==> src/rtl/legv8_store_serializer.sv <==
// rtl/legv8_store_serializer.sv - posts LEGv8 64-bit stores into a FIFO and drains them as 16-bit beats
module legv8_store_serializer #(
  parameter int DEPTH  = 4,
  parameter int EXT_AW = 16
) (
  input  logic                     clock,
  input  logic                     reset,
  input  logic [63:0]              address,
  input  logic [63:0]              data,
  input  logic                     M_Write,
  input  logic                     En_Ram,
  output logic [EXT_AW-1:0]        ext_addr,
  output logic [15:0]              ext_data,
  output logic                     ext_we,
  input  logic                     ext_ack,
  output logic [$clog2(DEPTH):0]   fifo_count,
  output logic                     full,
  output logic                     overflow,
  output logic                     idle
);

  localparam int PW = $clog2(DEPTH);
  localparam int CW = PW + 1;
  localparam int WW = EXT_AW - 2;
  localparam int EW = WW + 64;

  typedef enum logic {S_IDLE, S_SEND} state_t;

  state_t          state, state_next;
  logic [1:0]      beat, beat_next;
  logic [EW-1:0]   mem [DEPTH];
  logic [PW-1:0]   wr_ptr, rd_ptr;
  logic [CW-1:0]   count, count_next;
  logic [EW-1:0]   head;
  logic            push, pop, accept, at_full;
  logic            unused_addr_bits;

  assign unused_addr_bits = ^{address[63:EXT_AW+1], address[2:0]};

  assign head    = mem[rd_ptr];
  assign at_full = (count == CW'(DEPTH));
  assign push    = En_Ram & M_Write;
  assign pop     = (state == S_SEND) && (beat == 2'd3) && ext_ack;
  // A full FIFO still takes a store when the head leaves at the same edge.
  assign accept  = push && (!at_full || pop);

  always_comb begin
    count_next = count;
    case ({accept, pop})
      2'b10:   count_next = count + CW'(1);
      2'b01:   count_next = count - CW'(1);
      default: count_next = count;
    endcase
  end

  always_ff @(posedge clock) begin
    if (accept) begin
      mem[wr_ptr] <= {address[EXT_AW:3], data};
    end
  end

  always_ff @(posedge clock) begin
    if (reset) begin
      state    <= S_IDLE;
      beat     <= 2'd0;
      wr_ptr   <= '0;
      rd_ptr   <= '0;
      count    <= '0;
      overflow <= 1'b0;
    end else begin
      state <= state_next;
      beat  <= beat_next;
      count <= count_next;
      if (accept) begin
        wr_ptr <= wr_ptr + PW'(1);
      end
      if (pop) begin
        rd_ptr <= rd_ptr + PW'(1);
      end
      if (push && !accept) begin
        overflow <= 1'b1;
      end
    end
  end

  always_comb begin
    state_next = state;
    beat_next  = beat;
    ext_we     = 1'b0;
    ext_addr   = '0;
    ext_data   = '0;
    case (state)
      S_IDLE: begin
        if (count != '0) begin
          state_next = S_SEND;
          beat_next  = 2'd0;
        end
      end
      S_SEND: begin
        ext_we   = 1'b1;
        ext_addr = {head[EW-1:64], beat};
        case (beat)
          2'd0:    ext_data = head[15:0];
          2'd1:    ext_data = head[31:16];
          2'd2:    ext_data = head[47:32];
          default: ext_data = head[63:48];
        endcase
        if (ext_ack) begin
          beat_next = beat + 2'd1;
          // Continue straight into the next entry so the port sees no gap.
          if (beat == 2'd3 && count_next == '0) begin
            state_next = S_IDLE;
          end
        end
      end
      default: state_next = S_IDLE;
    endcase
  end

  assign fifo_count = count;
  assign full       = at_full;
  assign idle       = (state == S_IDLE) && (count == '0);

endmodule

==> config.mk <==
export PLATFORM = sky130hd
export DESIGN_NAME = legv8_store_serializer
export DESIGN_NICKNAME = d
export VERILOG_FILES = /design/src/rtl/legv8_store_serializer.sv
export SDC_FILE = /design/constraint.sdc
export NUM_CORES = 1
export LEC_CHECK = 0
export ABC_CLOCK_PERIOD_IN_PS = 3300
export CAP_MARGIN = 40
export CELL_PAD_IN_SITES_DETAIL_PLACEMENT = 1
export CELL_PAD_IN_SITES_GLOBAL_PLACEMENT = 1
export CORE_ASPECT_RATIO = 1.2
export CORE_MARGIN = 1
export CORE_UTILIZATION = 42
export DETAILED_ROUTE_END_ITERATION = 8
export GPL_ROUTABILITY_DRIVEN = 1
export PLACE_DENSITY_LB_ADDON = 0.1
export SLEW_MARGIN = 20
export SYNTH_ARGS = -nofsm -noshare
export SYNTH_HDL_FRONTEND = slang
export SYNTH_SLANG_ARGS = --single-unit
export TNS_END_PERCENT = 50
==> constraint.sdc <==
create_clock -name clock -period 3.3 [get_ports clock]
set_input_delay 0.66 -clock clock [delete_from_list [all_inputs] [get_ports clock]]
set_output_delay 0.66 -clock clock [all_outputs]
set_load 0.05 [all_outputs]
==> results of run 1 <==
cells by family (layout without fill, tap and decap cells):
group | after synthesis | in the layout | synth area share
XOR/XNOR | 6 | 6 | 0.004180
AND/OR/NAND/NOR | 76 | 76 | 0.02976
buffers and inverters | 43 | 238 | 0.02060
other | 0 | 2 | 0
flip-flops | 325 | 325 | 0.7660
AO/OA/AOI/OAI | 103 | 103 | 0.04788
multiplexers | 112 | 112 | 0.1200
adder cells (fa/ha/maj) | 11 | 11 | 0.01155
layer usage:
layer,track usage,vias up,wire length (microns)
li1,-,3042,-
met3,0.03537,49,1434
met1,0.2463,3520,12220
met2,0.3564,169,15520
met4,0.06190,0,649
met5,0,-,0
metrics by stage:
step | cells | hold slack [ps]
2_1_floorplan | 676 | 484.7
3_3_place_gp | 1191 | 465.2
3_5_place_dp | 1191 | 479.1
4_1_cts | 1252 | 493.1
5_1_grt | 1263 | 525.5
6_report | 1263 | 486.2
power by group through the flow:
stage / Sequential, mW / Clock, mW / Combinational, mW
after global placement: 4.73 / 0 / 0.537
final: 4.65 / 3.47 / 0.549
after global routing: 4.65 / 3.71 / 0.584
after detailed placement: 4.74 / 0 / 0.554
after CTS: 4.65 / 3.56 / 0.557
after floorplan: 4.74 / 0 / 0.248
worst max-delay path, cell delays in order (launching register included):
cell and delay [ps]:
dfxtp_4 450, buf_12 160, mux4_2 490, and2_1 170, clkdlybuf4s50_1 700
layout make-up:
type | instances | share of cell area
multi-input cells | 308 | 0.1731
inverters | 8 | 0.002162
well taps | 390 | 0.03123
clock buffers | 49 | 0.06070
clock inverters | 9 | 0.002963
flip-flops and latches | 325 | 0.6169
diodes | 2 | 0.0003203
repair buffers | 172 | 0.1126
repair_timing:
item                                    in CTS  in global routing
hold buffers                                 0                  0
endpoints found under the setup margin      30                  9
buffers inserted                             3                  9
resized for setup                            5                  2
flip-flops by register name, indices dropped and copies added (netlist names), named ones only:
register	cells
mem	312
rd_ptr	2
state	1
fifo_count	3
overflow	1
wr_ptr	2
beat	2
cells in the final DEF, fill, tap and decap left out, drive strengths merged:
master,instances
a22o,1
nor4,1
a311oi,1
and3b,1
diode,2
a221oi,1
edfxtp,312
nor3b,1
a21oi,33
a41oi,1
ha,10
o21ai,17
dfxtp,13
clkbuf,49
and2,21
inv,9
a31oi,14
xnor2,4
clkinvlp,1
clkinv,7
clkdlybuf4s50,103
nand3,3
o22ai,32
fa,1
buf,67
xor2,2
dlygate4sd2,2
mux2i,81
mux4,31
nand2,5
nand2b,3
nor2,41
a211oi,3
worst max-delay path by stage:
| stage | depth (start not counted) | start | to |
|---|---|---|---|
| 6_report | 4 | flop | ext_addr[2] |
| 5_1_grt | 8 | beat[0]$_SDFFE_PP0P_ | ext_data[4] |
| 4_1_cts | 6 | flop | ext_data[1] |
| 3_5_place_dp | 10 | ext_ack | state$_SDFF_PP0_ |
| 3_3_place_gp | 10 | ext_ack | state$_SDFF_PP0_ |
| 2_1_floorplan | 4 | state$_SDFF_PP0_ | mem[2][0]$_DFFE_PP_ |
==> run_results.csv, run 1 <==
group,metric,value,unit
sta,period_needed,3140,ps
yosys,syn_inst,676,
grt,grt_max_degree,47,
worst_hold_path,holdCritPathClass,"flop to flop",
yosys,async_flop_share,0,
finish,drive_above_1_share,0.1780,
yosys,yosys-top-cells-count,"312 x edfxtp_1, 81 x mux2i_1, 41 x nor2_1",
yosys,yosysSeqAreaShare,0.7660,
power_and_ir_drop,p_int,6.830,mW
floorplan,core,0.02953,sq mm
grt,gr-total-overflow,0,
floorplan,fp-row-count,69,
sta,finalClockSkew,16.31,ps
clock_tree,clock_path_buffers,3,
yosys,synth-edff-count,312,
worst_setup_path,worstRegToRegCells,9,
place,io_buffers,121,
yosys,netlist_area,0.01257,sq mm
worst_setup_path,rrSetupSlack,750,ps
sta,maxSlewViolCount,0,
sta,setup_viol,0,
sta,setup_ws,160.5,ps
clock_tree,clk_pin_slew_worst_paths,60,ps
detailed_routing,vias,6780,
detailed_routing,drc,0,
detailed_routing,viasPerCell,5.368,
sta,slew_headroom,0.6575,
worst_setup_path,reg2reg_from,"state$_SDFF_PP0_",
floorplan,fp.dieArea,0.03063,sq mm
worst_setup_path,required,2640,ps
finish,multi_input_area,0.002705,sq mm
power_and_ir_drop,switching_share,0.2117,
yosys,syn-num-nets,820,
yosys,synth_seq_cells,325,
power_and_ir_drop,p_per_area,554.6,mW/mm^2
floorplan,initial_core_util,0.4258,
power_and_ir_drop,p_sw,1.834,mW
grt,grt_usage,0.1996,
power_and_ir_drop,seq_power_share,0.536,
detailed_routing,dr.pass1.iters,4,
sta,tightest_slew,512.1,ps
job,drv_cap,0,
finish,seq_area,0.009638,sq mm
worst_hold_path,holdPathStages,2,
finish,syn_to_final_growth,24.29,%
place,place_ws,160.1,ps
yosys,synth_top_area_share,0.7453,
worst_setup_path,crit_path_end_kind,"output pin",
worst_setup_path,crit_arrival,2480,ps
clock_tree,cts_tree,"done",
power_and_ir_drop,clkPwrFrac,0.400,
finish,nets,993,
sta,setup_tns,0,ps
floorplan,die_w,159.9,microns
sta,fmax,318.5,MHz
sta,finalHoldViolations,0,
run_status,status,"finished clean",
worst_setup_path,crit_type,"flop to output pin",
place,hpwl,18.52,mm
clock_tree,cts_max_level,2,
yosys,netlist_top_cells_area,"edfxtp_1 75%, mux2i_1 6.4%, mux4_2 5.6%",
floorplan,die_y,191.5,microns
worst_setup_path,r2r_end,"state$_SDFF_PP0_",
clock_tree,cts_buffers,34,
finish,final_area,0.01562,sq mm
detailed_routing,drt-wirelength-per-cell,23.61,microns
yosys,synth_cell_types,34,
yosys,synth.most_common_cell,"edfxtp_1",
detailed_routing,drt.antenna.violating_nets,0,
clock_tree,worstSkewPairLatency,510,ps
clock_tree,root_buffer,"clkbuf_16",
place,place.gp.congestion,0.7335,
detailed_routing,detail_route.iter0.violations,356,
yosys,synth_area_per_cell,18.60,sq um
worst_setup_path,startpoint_type,"flop",
worst_hold_path,hold-path-endpoint,"overflow$_SDFFE_PP0P_",
clock_tree,cts.sinks,325,
power_and_ir_drop,power,8.665,mW
worst_setup_path,path_max_fanout,10,
place,placed_area,0.01448,sq mm
yosys,synthFlopType,"edfxtp_1",
sta,period_share,0.9514,
worst_hold_path,min_from,"overflow$_SDFFE_PP0P_",
sta,grt_setup_unrepaired,"no",
yosys,ys.warnings.count,0,
floorplan,ioPinCount,172,
grt,grt_antenna_before_repair,3,
grt,grt_pass1_vias,7516,
yosys,yosysTopAreaCell,"edfxtp_1",
grt,grt_pass1_wl,45.27,mm
finish,fill_cells,2738,
finish,utilization,0.5292,
detailed_routing,wl,29.82,mm
power_and_ir_drop,ir_drop,0.0004386,V
power_and_ir_drop,p_leak,4.936,nW
power_and_ir_drop,p_comb_frac,0.063,
Power figures use the tool's default switching activity.
==> run 2, diff against run 1 <==
--- a/config.mk
+++ b/config.mk
@@ -12,9 +12,11 @@
 export CORE_ASPECT_RATIO = 1.2
 export CORE_MARGIN = 1
 export CORE_UTILIZATION = 42
+export CTS_CLUSTER_SIZE = 20
 export DETAILED_ROUTE_END_ITERATION = 8
 export GPL_ROUTABILITY_DRIVEN = 1
-export PLACE_DENSITY_LB_ADDON = 0.1
+export PLACE_DENSITY = 0.85
+export SKIP_LAST_GASP = 1
 export SLEW_MARGIN = 20
 export SYNTH_ARGS = -nofsm -noshare
 export SYNTH_HDL_FRONTEND = slang
==> run_results.csv, run 2 (same netlist as run 1, synthesis figures left out) <==
group,metric,value,unit
sta,period_needed,3223,ps
floorplan,die_w,159.9,microns
grt,grt_pass1_vias,7770,
worst_setup_path,crit_family,"buffers and inverters",
finish,drive_above_1_share,0.1912,
worst_setup_path,critPathSlowestCell,"dfxtp_4",
grt,grt_use_met2,0.3880,
worst_setup_path,path_cells,"buf_16 > mux4_2 > o21ai_0 > a31oi_1 > buf_4",
worst_setup_path,slowest_delay,570,ps
floorplan,ioPinCount,172,
detailed_routing,dr.pass1.iters,5,
finish,fill_cells,2686,
grt,gr-usage-met3,0.03515,
detailed_routing,wl,31.93,mm
worst_hold_path,min_from,"overflow$_SDFFE_PP0P_",
clock_tree,clock_path_buffers,3,
worst_hold_path,holdCritPathClass,"flop to flop",
finish,multi_input_area,0.002701,sq mm
grt,grt_busiest_layer,"met2",
finish,final_cell_mix,"312 x edfxtp_1, 88 x clkdlybuf4s50_1, 81 x mux2i_1, 51 x buf_4, 41 x nor2_1",
detailed_routing,vias,6876,
clock_tree,worstSkewPairLatency,520,ps
clock_tree,cts_max_level,2,
finish,largest_reg_flops,312,
clock_tree,hold_buffers,0,
place,hpwl,19.59,mm
sta,setup_viol,0,
floorplan,fp.dieArea,0.03063,sq mm
place,place_ws,218.1,ps
worst_hold_path,holdPathStages,2,
worst_setup_path,rrSetupSlack,850,ps
grt,grt_usage,0.2140,
finish,syn_to_final_growth,24.92,%
sta,whs,501.8,ps
finish,nets,980,
sta,grt_setup_unrepaired,"yes",
job,drv_cap,0,
worst_setup_path,worst-path-buf-inv,2,
finish,final_common_cell,"edfxtp_1",
floorplan,fp-row-count,69,
worst_setup_path,startpoint_type,"flop",
place,io_buffers,121,
grt,grt_util_met1,0.2583,
grt,gr-total-overflow,0,
detailed_routing,detail_route.iter0.violations,467,
worst_setup_path,crit_type,"flop to output pin",
grt,grt_antenna_before_repair,2,
finish,utilization,0.5319,
sta,period_share,0.9766,
sta,setup_ws,77.11,ps
worst_setup_path,r2r_end,"state$_SDFF_PP0_",
sta,slew_headroom,0.6522,
grt,grt_pass1_wl,47.77,mm
floorplan,die_y,191.5,microns
worst_setup_path,required,2640,ps
place,place.gp.congestion,0.7264,
worst_setup_path,crit_arrival,2560,ps
detailed_routing,drt-wirelength-per-cell,25.46,microns
detailed_routing,drt.antenna.violating_nets,0,
run_status,status,"finished clean",
worst_setup_path,reg2reg_from,"state$_SDFF_PP0_",
sta,finalClockSkew,17.21,ps
clock_tree,cts_tree,"done",
clock_tree,cts_buffers,35,
power_and_ir_drop,p_per_area,592.3,mW/mm^2
sta,finalHoldViolations,0,
sta,maxSlewViolCount,0,
worst_setup_path,worstRegToRegCells,10,
floorplan,core,0.02953,sq mm
power_and_ir_drop,ir_drop,0.0005690,V
worst_hold_path,hold-path-endpoint,"overflow$_SDFFE_PP0P_",
power_and_ir_drop,p_leak,4.997,nW
finish,seq_area,0.009637,sq mm
floorplan,initial_core_util,0.4258,
detailed_routing,viasPerCell,5.483,
clock_tree,clk_pin_slew_worst_paths,60,ps
clock_tree,cts.sinks,325,
grt,grt_max_degree,59,
sta,fmax,310.3,MHz
detailed_routing,drc,0,
sta,tightest_slew,520.1,ps
worst_setup_path,path_max_fanout,58,
finish,regMostFlops,"mem",
worst_setup_path,crit_path_end_kind,"output pin",
clock_tree,root_buffer,"clkbuf_16",
## run 2: area by class of cell
type | count | share of cell area
clock inverter | 22 | 0.01713
timing repair buffer | 158 | 0.1046
antenna | 1 | 0.0001593
inverter | 8 | 0.001912
tap | 390 | 0.03107
clock buffer | 42 | 0.05944
sequential | 325 | 0.6137
multi-input combinational | 308 | 0.1720
## run 2: routing by layer
layer,part of all wire,wire (microns)
met5,0,0
met4,0.022,708
met3,0.055,1759
met2,0.53,16960
met1,0.39,12500
## run 2: worst reg2reg max path: stages, from the launching register on
cell and delay [ps]:
dfxtp_1 350, buf_4 250, nand3_1 190, a31oi_2 280
inv_1 70, ha_1 210, fa_1 390, xnor2_1 170
nor2_1 70, xnor2_1 140, a311oi_1 250
## run 2: worst max-delay path by stage
stage / slack, ps / startpoint / end / depth (start not counted)
after floorplan: -350 / state$_SDFF_PP0_ / mem[2][0]$_DFFE_PP_ / 4
after global placement: 320 / ext_ack / state$_SDFF_PP0_ / 10
after detailed placement: 220 / ext_ack / state$_SDFF_PP0_ / 10
after CTS: -50 / flop / ext_data[1] / 6
after global routing: -20 / beat[0]$_SDFFE_PP0P_ / ext_data[3] / 8
final: 80 / flop / ext_data[4] / 5
## run 2: repair_timing
| action | in CTS | in global routing |
|---|---|---|
| buffers inserted | 1 | 0 |
| gates cloned | 0 | 0 |
| gates resized for setup | 1 | 3 |
| setup endpoints to repair | 10 | 4 |
## run 2: stage by stage
step           std cells  instance area, sq um  power [mW]  setup TNS [ps]
6_report            1254                 15700       9.302               0
3_5_place_dp        1188                 14460       5.299               0
5_1_grt             1254                 15700       9.556          -38.47
4_1_cts             1253                 15680       9.384          -52.09
2_1_floorplan        676                 12570       4.985          -54710
3_3_place_gp        1188                 14460       5.265               0
## run 2: where the power goes
part           internal (mW)  leakage [nW]  switching, mW
Sequential              4.61          2.94         0.0294
Combinational          0.230          1.47          0.344
Clock                   2.50         0.588           1.59
==> run 3, diff against run 2 <==
--- a/config.mk
+++ b/config.mk
@@ -15,6 +15,7 @@
 export CTS_CLUSTER_SIZE = 20
 export DETAILED_ROUTE_END_ITERATION = 8
 export GPL_ROUTABILITY_DRIVEN = 1
+export MAX_ROUTING_LAYER = met4
 export PLACE_DENSITY = 0.85
 export SKIP_LAST_GASP = 1
 export SLEW_MARGIN = 20
==> run_results.csv, run 3 (same netlist as run 1, synthesis figures left out) <==
group,metric,value,unit
detailed_routing,viasPerCell,5.465,
worst_setup_path,reg2reg_from,"state$_SDFF_PP0_",
run_status,status,"finished clean",
place,placed_cells,1188,
sta,grt_setup_unrepaired,"yes",
job,drv_cap,0,
worst_setup_path,r2r_end,"state$_SDFF_PP0_",
detailed_routing,detail_route.iter0.violations,479,
grt,grt_pass1_wl,47.71,mm
sta,finalClockSkew,16.89,ps
worst_setup_path,path_depth,5,
worst_setup_path,rrSetupSlack,840,ps
finish,final_area,0.01571,sq mm
place,io_buffers,121,
detailed_routing,drt.antenna.violating_nets,0,
clock_tree,worstSkewPairLatency,520,ps
sta,tightest_slew,520.1,ps
floorplan,fp-row-count,69,
worst_setup_path,worst-path-buf-inv,2,
worst_setup_path,crit_family,"buffers and inverters",
detailed_routing,drt-wirelength-per-cell,25.40,microns
clock_tree,cts_tree,"done",
place,hpwl,19.59,mm
finish,final_common_cell,"edfxtp_1",
place,place.gp.congestion,0.7351,
power_and_ir_drop,ir_drop,0.0005679,V
detailed_routing,dr.pass1.iters,4,
grt,grt_pass1_vias,7752,
worst_setup_path,crit_type,"flop to output pin",
power_and_ir_drop,seq_power_share,0.499,
finish,nets,980,
finish,largest_reg_flops,312,
floorplan,fp.dieArea,0.03063,sq mm
power_and_ir_drop,p_comb_frac,0.062,
grt,grt_antenna_before_repair,2,
power_and_ir_drop,p_leak,4.997,nW
clock_tree,clk_pin_slew_worst_paths,60,ps
worst_setup_path,crit_path_end_kind,"output pin",
clock_tree,cts_max_level,2,
power_and_ir_drop,clkPwrFrac,0.439,
power_and_ir_drop,p_per_area,592.1,mW/mm^2
sta,slew_headroom,0.6522,
sta,setup_viol,0,
clock_tree,clock_path_buffers,3,
finish,syn_to_final_growth,24.94,%
grt,grt_max_degree,59,
floorplan,die_w,159.9,microns
worst_setup_path,path_max_fanout,58,
detailed_routing,drc,0,
finish,final_cell_mix,"312 x edfxtp_1, 88 x clkdlybuf4s50_1, 81 x mux2i_1, 51 x buf_4, 41 x nor2_1",
clock_tree,hold_buffers,0,
worst_setup_path,path_cells,"buf_16 > mux4_2 > o21ai_0 > a31oi_1 > buf_4",
grt,grt_usage,0.2204,
power_and_ir_drop,p_sw,1.959,mW
sta,finalHoldViolations,0,
sta,period_share,0.9767,
worst_setup_path,worstRegToRegCells,10,
clock_tree,root_buffer,"clkbuf_16",
detailed_routing,wl,31.88,mm
finish,regMostFlops,"mem",
worst_setup_path,crit_path_end,"ext_data[4]",
worst_setup_path,slowest_delay,570,ps
sta,setup_tns,0,ps
floorplan,ioPinCount,172,
grt,gr-total-overflow,0,
detailed_routing,vias,6858,
worst_setup_path,startpoint_type,"flop",
worst_setup_path,crit_arrival,2560,ps
clock_tree,cts.sinks,325,
clock_tree,cts_buffers,35,
power_and_ir_drop,p_int,7.340,mW
worst_setup_path,required,2640,ps
sta,fmax,310.3,MHz
worst_hold_path,holdCritPathClass,"flop to flop",
place,placed_area,0.01446,sq mm
finish,stdcell_count,1255,
floorplan,initial_core_util,0.4258,
floorplan,die_y,191.5,microns
power_and_ir_drop,switching_share,0.2107,
sta,period_needed,3223,ps
finish,drive_above_1_share,0.1912,
floorplan,core,0.02953,sq mm
sta,maxSlewViolCount,0,
worst_setup_path,critPathSlowestCell,"dfxtp_4",
## run 3: per-stage QoR
step,hold WS [ps],utilization,power [mW],setup WS [ps]
finish,501.6,0.5320,9.299,76.88
floorplan,484.7,-,4.985,-350.7
CTS,505.9,0.5312,9.384,-52.09
global route,506.9,0.5320,9.550,-20.84
global placement,463.9,0.4897,5.265,315.9
detailed placement,488.5,0.4897,5.299,218.1
## run 3: repair_timing
| action | CTS | global route |
|---|---|---|
| setup buffers | 1 | 0 |
| endpoints found under the setup margin | 10 | 4 |
| gates resized for setup | 1 | 3 |
## run 3: worst register-to-register path: stages, from the launching register on
cell      delay, ps
dfxtp_1         350
buf_4           250
nand3_1         180
a31oi_2         280
inv_1            70
ha_1            210
fa_1            390
xnor2_1         170
nor2_1           70
xnor2_1         140
a311oi_1        250
## run 3: area by class of cell
cell class	count	area (sq um)
diodes	2	5.005
multi-input cells	308	2701
inverters	8	30.03
well taps	390	488.0
fillers	2687	13820
repair buffers	158	1643
flip-flops and latches	325	9637
clock inverters	22	269.0
clock buffers	42	933.4
## run 3: power by group through the flow
stage | Clock, mW | Sequential [mW] | Combinational (mW)
3_5_place_dp | 0 | 4.73 | 0.569
3_3_place_gp | 0 | 4.72 | 0.546
4_1_cts | 4.16 | 4.64 | 0.578
5_1_grt | 4.30 | 4.65 | 0.606
2_1_floorplan | 0 | 4.74 | 0.248
6_report | 4.08 | 4.64 | 0.574
## run 3: how the worst min path moves through the flow
| stage | to | from | cells after the start | slack (ps) |
|---|---|---|---|---|
| finish | overflow$_SDFFE_PP0P_ | overflow$_SDFFE_PP0P_ | 2 | 500 |
| global route | overflow$_SDFFE_PP0P_ | overflow$_SDFFE_PP0P_ | 2 | 510 |
| CTS | overflow$_SDFFE_PP0P_ | overflow$_SDFFE_PP0P_ | 2 | 510 |
| detailed placement | overflow$_SDFFE_PP0P_ | overflow$_SDFFE_PP0P_ | 2 | 490 |
| global placement | overflow$_SDFFE_PP0P_ | overflow$_SDFFE_PP0P_ | 2 | 460 |
| floorplan | flop | rd_ptr[1]$_SDFFE_PP0P_ | 2 | 480 |
## run 3: per-layer routing
metal / wire length (microns) / global-route usage / vias up
met5: 0 / - / -
met3: 1658 / 0.03320 / 56
li1: - / - / 3014
met2: 17020 / 0.3883 / 258
met1: 12490 / 0.2590 / 3530
met4: 715 / 0.07289 / 0
